--- config.mk ---
export PLATFORM = sky130hd
export DESIGN_NAME = bus_arbiter
export DESIGN_NICKNAME = d
export VERILOG_FILES = /design/src/rtl/bus_arbiter.sv
export SDC_FILE = /design/constraint.sdc
export NUM_CORES = 1
export LEC_CHECK = 0
export CORE_UTILIZATION = 46
export DETAILED_ROUTE_END_ITERATION = 6
export PLACE_DENSITY = 0.8
export SLEW_MARGIN = 40
export SYNTH_ARGS = -nofsm -noshare
export SYNTH_HDL_FRONTEND = slang
export SYNTH_SLANG_ARGS = --single-unit
export TNS_END_PERCENT = 5
--- constraint.sdc ---
create_clock -name clk -period 3.95 [get_ports clk]
set_input_delay 0.79 -clock clk [delete_from_list [all_inputs] [get_ports clk]]
set_output_delay 0.79 -clock clk [all_outputs]
set_load 0.05 [all_outputs]
--- src/rtl/bus_arbiter.sv ---
// bus_arbiter: 8237/8088 hold handshake with bus turnaround and DMA address composition.
// Optional grant-length limit is enabled by defining BUS_ARB_TENURE_EN.
module bus_arbiter #(
  parameter int TURNAROUND = 2,
  parameter int MAX_TENURE = 256
) (
  input  logic        clk,
  input  logic        rst_n,
  input  logic        dma_hrq,
  input  logic        cpu_hlda,
  output logic        cpu_hold,
  output logic        dma_hlda,
  output logic        dma_aen,
  input  logic        dma_adstb,
  input  logic [7:0]  dma_db,
  input  logic [7:0]  dma_a_lo,
  input  logic [3:0]  dma_dack,
  input  logic        pg_wr,
  input  logic [1:0]  pg_sel,
  input  logic [3:0]  pg_data,
  output logic [19:0] dma_addr,
  output logic        tenure_err
);

  localparam logic [2:0] S_IDLE       = 3'd0;
  localparam logic [2:0] S_HOLD_REQ   = 3'd1;
  localparam logic [2:0] S_SETTLE_IN  = 3'd2;
  localparam logic [2:0] S_GRANT      = 3'd3;
  localparam logic [2:0] S_SETTLE_OUT = 3'd4;
  localparam logic [2:0] S_RETURN     = 3'd5;

  localparam logic [3:0] TA_LAST = 4'(TURNAROUND - 1);

  logic [2:0] r_state;
  logic [3:0] r_cnt;
  logic [7:0] r_hi;
  logic [3:0] r_page [4];
  logic [3:0] w_page;
  logic       w_ten_hit;
  logic       w_go;

  always_ff @(posedge clk) begin
    if (!rst_n) begin
      r_state <= S_IDLE;
      r_cnt   <= '0;
    end else begin
      unique case (r_state)
        S_IDLE: begin
          if (w_go)
            r_state <= S_HOLD_REQ;
        end
        S_HOLD_REQ: begin
          if (cpu_hlda) begin
            r_state <= S_SETTLE_IN;
            r_cnt   <= '0;
          end else if (!dma_hrq) begin
            r_state <= S_RETURN;
          end
        end
        S_SETTLE_IN: begin
          if (r_cnt == TA_LAST)
            r_state <= S_GRANT;
          else
            r_cnt <= r_cnt + 4'd1;
        end
        S_GRANT: begin
          if (!dma_hrq || w_ten_hit) begin
            r_state <= S_SETTLE_OUT;
            r_cnt   <= '0;
          end
        end
        S_SETTLE_OUT: begin
          if (r_cnt == TA_LAST)
            r_state <= S_RETURN;
          else
            r_cnt <= r_cnt + 4'd1;
        end
        S_RETURN: begin
          if (!cpu_hlda)
            r_state <= S_IDLE;
        end
        default: r_state <= S_IDLE;
      endcase
    end
  end

  // GRANT is only reachable through a sampled cpu_hlda, so outputs decode state alone
  assign cpu_hold = (r_state == S_HOLD_REQ) || (r_state == S_SETTLE_IN) ||
                    (r_state == S_GRANT) || (r_state == S_SETTLE_OUT);
  assign dma_aen  = (r_state == S_SETTLE_IN) || (r_state == S_GRANT) ||
                    (r_state == S_SETTLE_OUT);
  assign dma_hlda = (r_state == S_GRANT);

  always_ff @(posedge clk) begin
    if (!rst_n) begin
      r_hi <= '0;
      for (int i = 0; i < 4; i++)
        r_page[i] <= '0;
    end else begin
      if (r_state == S_GRANT && dma_adstb)
        r_hi <= dma_db;
      if (pg_wr)
        r_page[pg_sel] <= pg_data;
    end
  end

  always_comb begin
    w_page = r_page[0];
    if (dma_dack[0])
      w_page = r_page[0];
    else if (dma_dack[1])
      w_page = r_page[1];
    else if (dma_dack[2])
      w_page = r_page[2];
    else if (dma_dack[3])
      w_page = r_page[3];
  end

  assign dma_addr = {w_page, r_hi, dma_a_lo};

`ifdef BUS_ARB_TENURE_EN
  logic [15:0] r_ten;
  logic        r_block;
  logic        r_err;

  assign w_ten_hit  = (r_ten == 16'(MAX_TENURE - 1));
  assign w_go       = dma_hrq && !r_block;
  assign tenure_err = r_err;

  // a forced release holds off re-arbitration until the request is withdrawn
  always_ff @(posedge clk) begin
    if (!rst_n) begin
      r_ten   <= '0;
      r_block <= 1'b0;
      r_err   <= 1'b0;
    end else begin
      if (r_state == S_GRANT)
        r_ten <= r_ten + 16'd1;
      else
        r_ten <= '0;
      if (r_state == S_GRANT && dma_hrq && w_ten_hit) begin
        r_err   <= 1'b1;
        r_block <= 1'b1;
      end else if (!dma_hrq) begin
        r_block <= 1'b0;
      end
    end
  end
`else
  assign w_ten_hit  = 1'b0;
  assign w_go       = dma_hrq;
  // MAX_TENURE is never 0, so this is a constant 0
  assign tenure_err = (MAX_TENURE == 0);
`endif

endmodule

# Word level (Yosys, flattened, before mapping)
# Memory sizes are Yosys's and may differ from the RTL's.
# Cells that the tools add are included.
# word_totals
register_bits	15
latchBits	0
mem_bits_rw	16
romBits	0
input_bits	32
out_inout_bits	24
word_cells	54
n_memories	1
# memory_table
name	words	width	rd	rd_ports_with_merged_regs	wr	line	text
r_page	4	4	4	0	4	37	logic [3:0] r_page [4];
# classes
addsub	1
mul	0
div_mod_pow	0
magnitude_cmp	0
n_eq_ne	14
n_shift	0
n_mux	23
bitwise	0
n_reduce_logical	12
# op_table
op	count
4-bit two-way mux	8
3-bit two-way mux	7
3-bit case mux with 6 select lines	1
2-bit != test, second input constant	7
4-bit case mux with 3 select lines	1
3-bit by 2-bit equality test with 1-bit output, second input constant	2
3-bit equality test, second input constant	2
6-bit AND reduction	1
1-bit logical OR	5
1-bit two-way mux	5
4-bit by 1-bit adder with 4-bit output, second input constant	1
4-bit by 1-bit equality test with 1-bit output, second input constant	1
4-bit AND reduction	1
4-bit OR reduction	1
3-bit by 1-bit equality test with 1-bit output, second input constant	1
3-bit zero test	1
3-bit != test, second input constant	1
3-bit nonzero test	1
2-bit two-way mux	1
2-bit OR reduction	1
1-bit logical AND	1

# Logic depth before layout (Yosys ltp)
# Gate-level depths: netlist (run 1).
# logic_depth
ltp_word	5
depth_mapped	6
depth_no_buf	5

# Least setup slack after synthesis (run 1)
# Ideal clock, no wire load.
# synth_timing
kind	input port to output port
from	in dma_dack[3]
to	out dma_addr[16]
arrival_ps	2397
slack_ps	763
stages	5
cell_sequence	clkbuf_1 -> mux2i_1 -> o21ai_0 -> mux2i_1 -> o21ai_0
# synth_between
elab_chain_len	4
# synth_rtl
element	line	text
start: declaration	17	input logic [3:0] dma_dack,
4-bit two-way mux	115	else if (dma_dack[3])
4-bit two-way mux	113	else if (dma_dack[2])
4-bit two-way mux	111	else if (dma_dack[1])
4-bit two-way mux	109	if (dma_dack[0])
end: declaration	21	output logic [19:0] dma_addr,
# Every way passes these cells.

# Final worst setup path (run 1)
# layout_timing
from	in dma_dack[3]
to	out dma_addr[19]
# Same word-level chain as after synthesis.

==> results.yml, run 1 <==
run_status:
  status: "finished clean"
timing:
  setup_viol: 0
  fin_hold_ws_ps: 457.8
  worst_pin_slew_ps: 550.5
  post-route-min-period_ps: 3585
  setup_slack_ps: 364.6
  finalClockSkew_ps: 2.387
  clock.fmax_ghz: 0.2789
  rsz0062_at_grt: "false"
  relSlewSlack_pct: 63.25
  tns_ps: 0
  post-route-period-util_pct: 90.77
  slew_violations: 0
  hold_violations: 0
route:
  first_iter_violations: 47
  via_per_inst: 5.158
  wirelength_um: 3569
  route.detailed.drc: 0
  firstDrtPassIters: 4
  antenna_left: 0
  routed-via-count: 1305
  wl_per_cell_um: 14.11
logic_synthesis:
  synth_xor_area_share_pct: 1.487
  synth_top_cell_area_share_pct: 28.55
  synth_top_family_by_area: "simple AND/OR/NAND/NOR gates"
  synth_fa_ha_area_share_pct: 1.487
  synthTopCellsByArea: "edfxtp_1 (29%), dfxtp_1 (18%), nand2_1 (6.0%)"
  syn-instance-count: 177
  avgSynthCellArea_um2: 9.508
  ys_seq_area_share_pct: 46.39
  synth_area_leader_cell: "edfxtp_1"
  synth_seq_cells: 31
  synthSimpleGateAreaFrac_pct: 24.31
  ys_warn_count: 0
  netlist_area_mm2: 0.001683
  synthDistinctLibCells: 37
  synthMuxAreaShare_pct: 5.353
  synth-compound-area-share_pct: 13.75
  synth.net_count: 211
cts:
  clock-root-buffer: "clkbuf_4"
  clk_latency_ps: 310
  cts_buffer_depth: 2
  cts.repair.resized: 0
  tritoncts: "done"
  post_cts.repair.setup_buffers: 0
  htree_levels: 2
  cts_buffers: 5
  postCtsHoldBufs: 0
  cts.sinks: 31
  cts.clk_slew.worst_paths_ps: 90
run:
  cap_viol_max_count: 0
cells_and_area:
  syn_to_final_growth_pct: 23.05
  nNetsFinal: 240
  final_common_cell: "clkdlybuf4s50_1"
  drive_above_1_share_pct: 4.831
  utilization_pct: 60.62
  insertedDiodeCount: 0
  layout_common_cells: "clkdlybuf4s50_1 (38), nand2_1 (27), edfxtp_1 (16)"
  fillers: 295
die:
  die_y_um: 62.49
  die_x_um: 62.49
  rows: 21
  start_util_pct: 49.27
  die-area_mm2: 0.003904
  core-area_mm2: 0.003416
  io_pins: 56
critical_path:
  cp-end-kind: "primary output"
  worstSetupStartpoint: "dma_dack[3]"
  r2r-start: "r_state[2]"
  critPathSlowestCell: "clkdlybuf4s50_1"
  critical_path_required_ps: 3160
  path_cells: "clkdlybuf4s50_1, mux2i_1, o21ai_0, mux2i_1, o21ai_0, clkdlybuf4s50_1"
  critPathBufInv: 2
  crit_fanout: 4
  path_class: "in2out"
  cp-start-kind: "input port"
  slowest_delay_ps: 840
  arrival_ps: 2800
  crit_family: "buffers and inverters"
placed_design:
  dp_hpwl_um: 2656
  place_congestion: 0.8084
  port_buffers: 38
  preCtsSetupSlack_ps: 374.4
power_and_ir_drop:
  p_leak_nw: 0.7535
  p_per_area_mw_per_mm2: 352.1
  power_uw: 729.2
  max-vdd-ir-drop_mv: 0.2397
grt:
  gr-usage-all-layers_pct: 20.07
  grt_max_degree: 26
  antenna_found_initial: 0
  grt_pass1_vias: 1309
  grt_pass1_wl_um: 6127
  grt_overflow_total: 0
min_path:
  hold_path.startpoint: "r_hi[5]"
  min_path_type: "reg2reg"
==> worst min-delay path, cell delays in order, from the launching register on <==
cell      delay (ps)
dfxtp_1          320
nand2_1           50
a21boi_1          50
==> layer usage <==
layer | GRT usage, % | vias to the layer above | part of all wire, %
met2 | 36.55 | 30 | 54
met3 | 5.292 | 2 | 3.8
met5 | 0 | - | 0
met1 | 22.66 | 604 | 41
met4 | 6.105 | 0 | 0.64
li1 | - | 669 | -
==> registers in the layout (all words and copies together) (netlist names) <==
register / count
r_cnt: 4
r_hi: 8
r_page: 16
r_state: 3
==> Yosys cell counts <==
library cell / number
nor4bb_1: 1
buf_6: 1
ha_1: 2
a21oi_1: 3
o31a_1: 1
nand2b_4: 1
a21boi_0: 1
and4b_4: 1
a211oi_2: 1
and3_1: 6
clkbuf_1: 6
o21ai_0: 12
buf_4: 9
o21ai_1: 4
buf_2: 1
and2_1: 12
o311a_1: 1
dfxtp_1: 15
o211ai_1: 2
mux2i_1: 9
nand2_1: 27
nand3b_1: 2
or3b_1: 1
nand2b_1: 3
xnor2_1: 1
inv_1: 3
conb_1: 1
nor3_1: 3
nor2b_1: 1
xnor2_2: 1
nor2_1: 7
or4_1: 1
or3_1: 2
edfxtp_1: 16
a21boi_1: 11
nor3b_1: 3
nand3_1: 5
==> worst paths after layout <==
check / end / slack, ps / cells after the start
setup / recovery: dma_addr[19] / 360 / 6
hold / removal: r_hi[5] / 460 / 2
setup reg to reg: r_state[0] / 2090 / 4
hold reg to reg: r_hi[5] / 460 / 2
==> cells by family after synthesis <==
| kind of cell | count (synthesis) |
|---|---|
| flip-flops | 31 |
| XOR/XNOR | 2 |
| multiplexers | 9 |
| buffers and inverters | 20 |
| adder cells (fa/ha/maj) | 2 |
| AND/OR/NAND/NOR | 76 |
| other | 1 |
| AO/OA/AOI/OAI | 36 |
==> power by group <==
group | leakage (nW) | switching [mW] | internal (mW)
clock network | 0.0273 | 0.0988 | 0.0658
logic | 0.449 | 0.104 | 0.0790
registers | 0.278 | 0.0234 | 0.358
==> through the flow <==
| step | instance area [um2] | instances |
|---|---|---|
| CTS | 2071 | 253 |
| global placement | 2022 | 245 |
| detailed placement | 2022 | 245 |
| floorplan | 1683 | 177 |
| finish | 2071 | 253 |
| global route | 2071 | 253 |
==> layout make-up <==
class,count,area [um2],area share (%)
well taps,46,57.56,2.779
clock buffers,6,41.29,1.994
flip-flops and latches,31,780.7,37.70
inverters,3,11.26,0.5438
clock inverters,2,7.507,0.3625
repair buffers,39,387.9,18.73
multi-input cells,126,784.5,37.89
(Power assumes the default switching activity.)
==> run 2, diff against run 1 <==
--- a/config.mk
+++ b/config.mk
@@ -12,4 +12,4 @@
 export SYNTH_ARGS = -nofsm -noshare
 export SYNTH_HDL_FRONTEND = slang
 export SYNTH_SLANG_ARGS = --single-unit
-export TNS_END_PERCENT = 5
+export TNS_END_PERCENT = 50
==> results of run 2 <==
No change in the layout: final DEF, timing and power equal those of run 1.
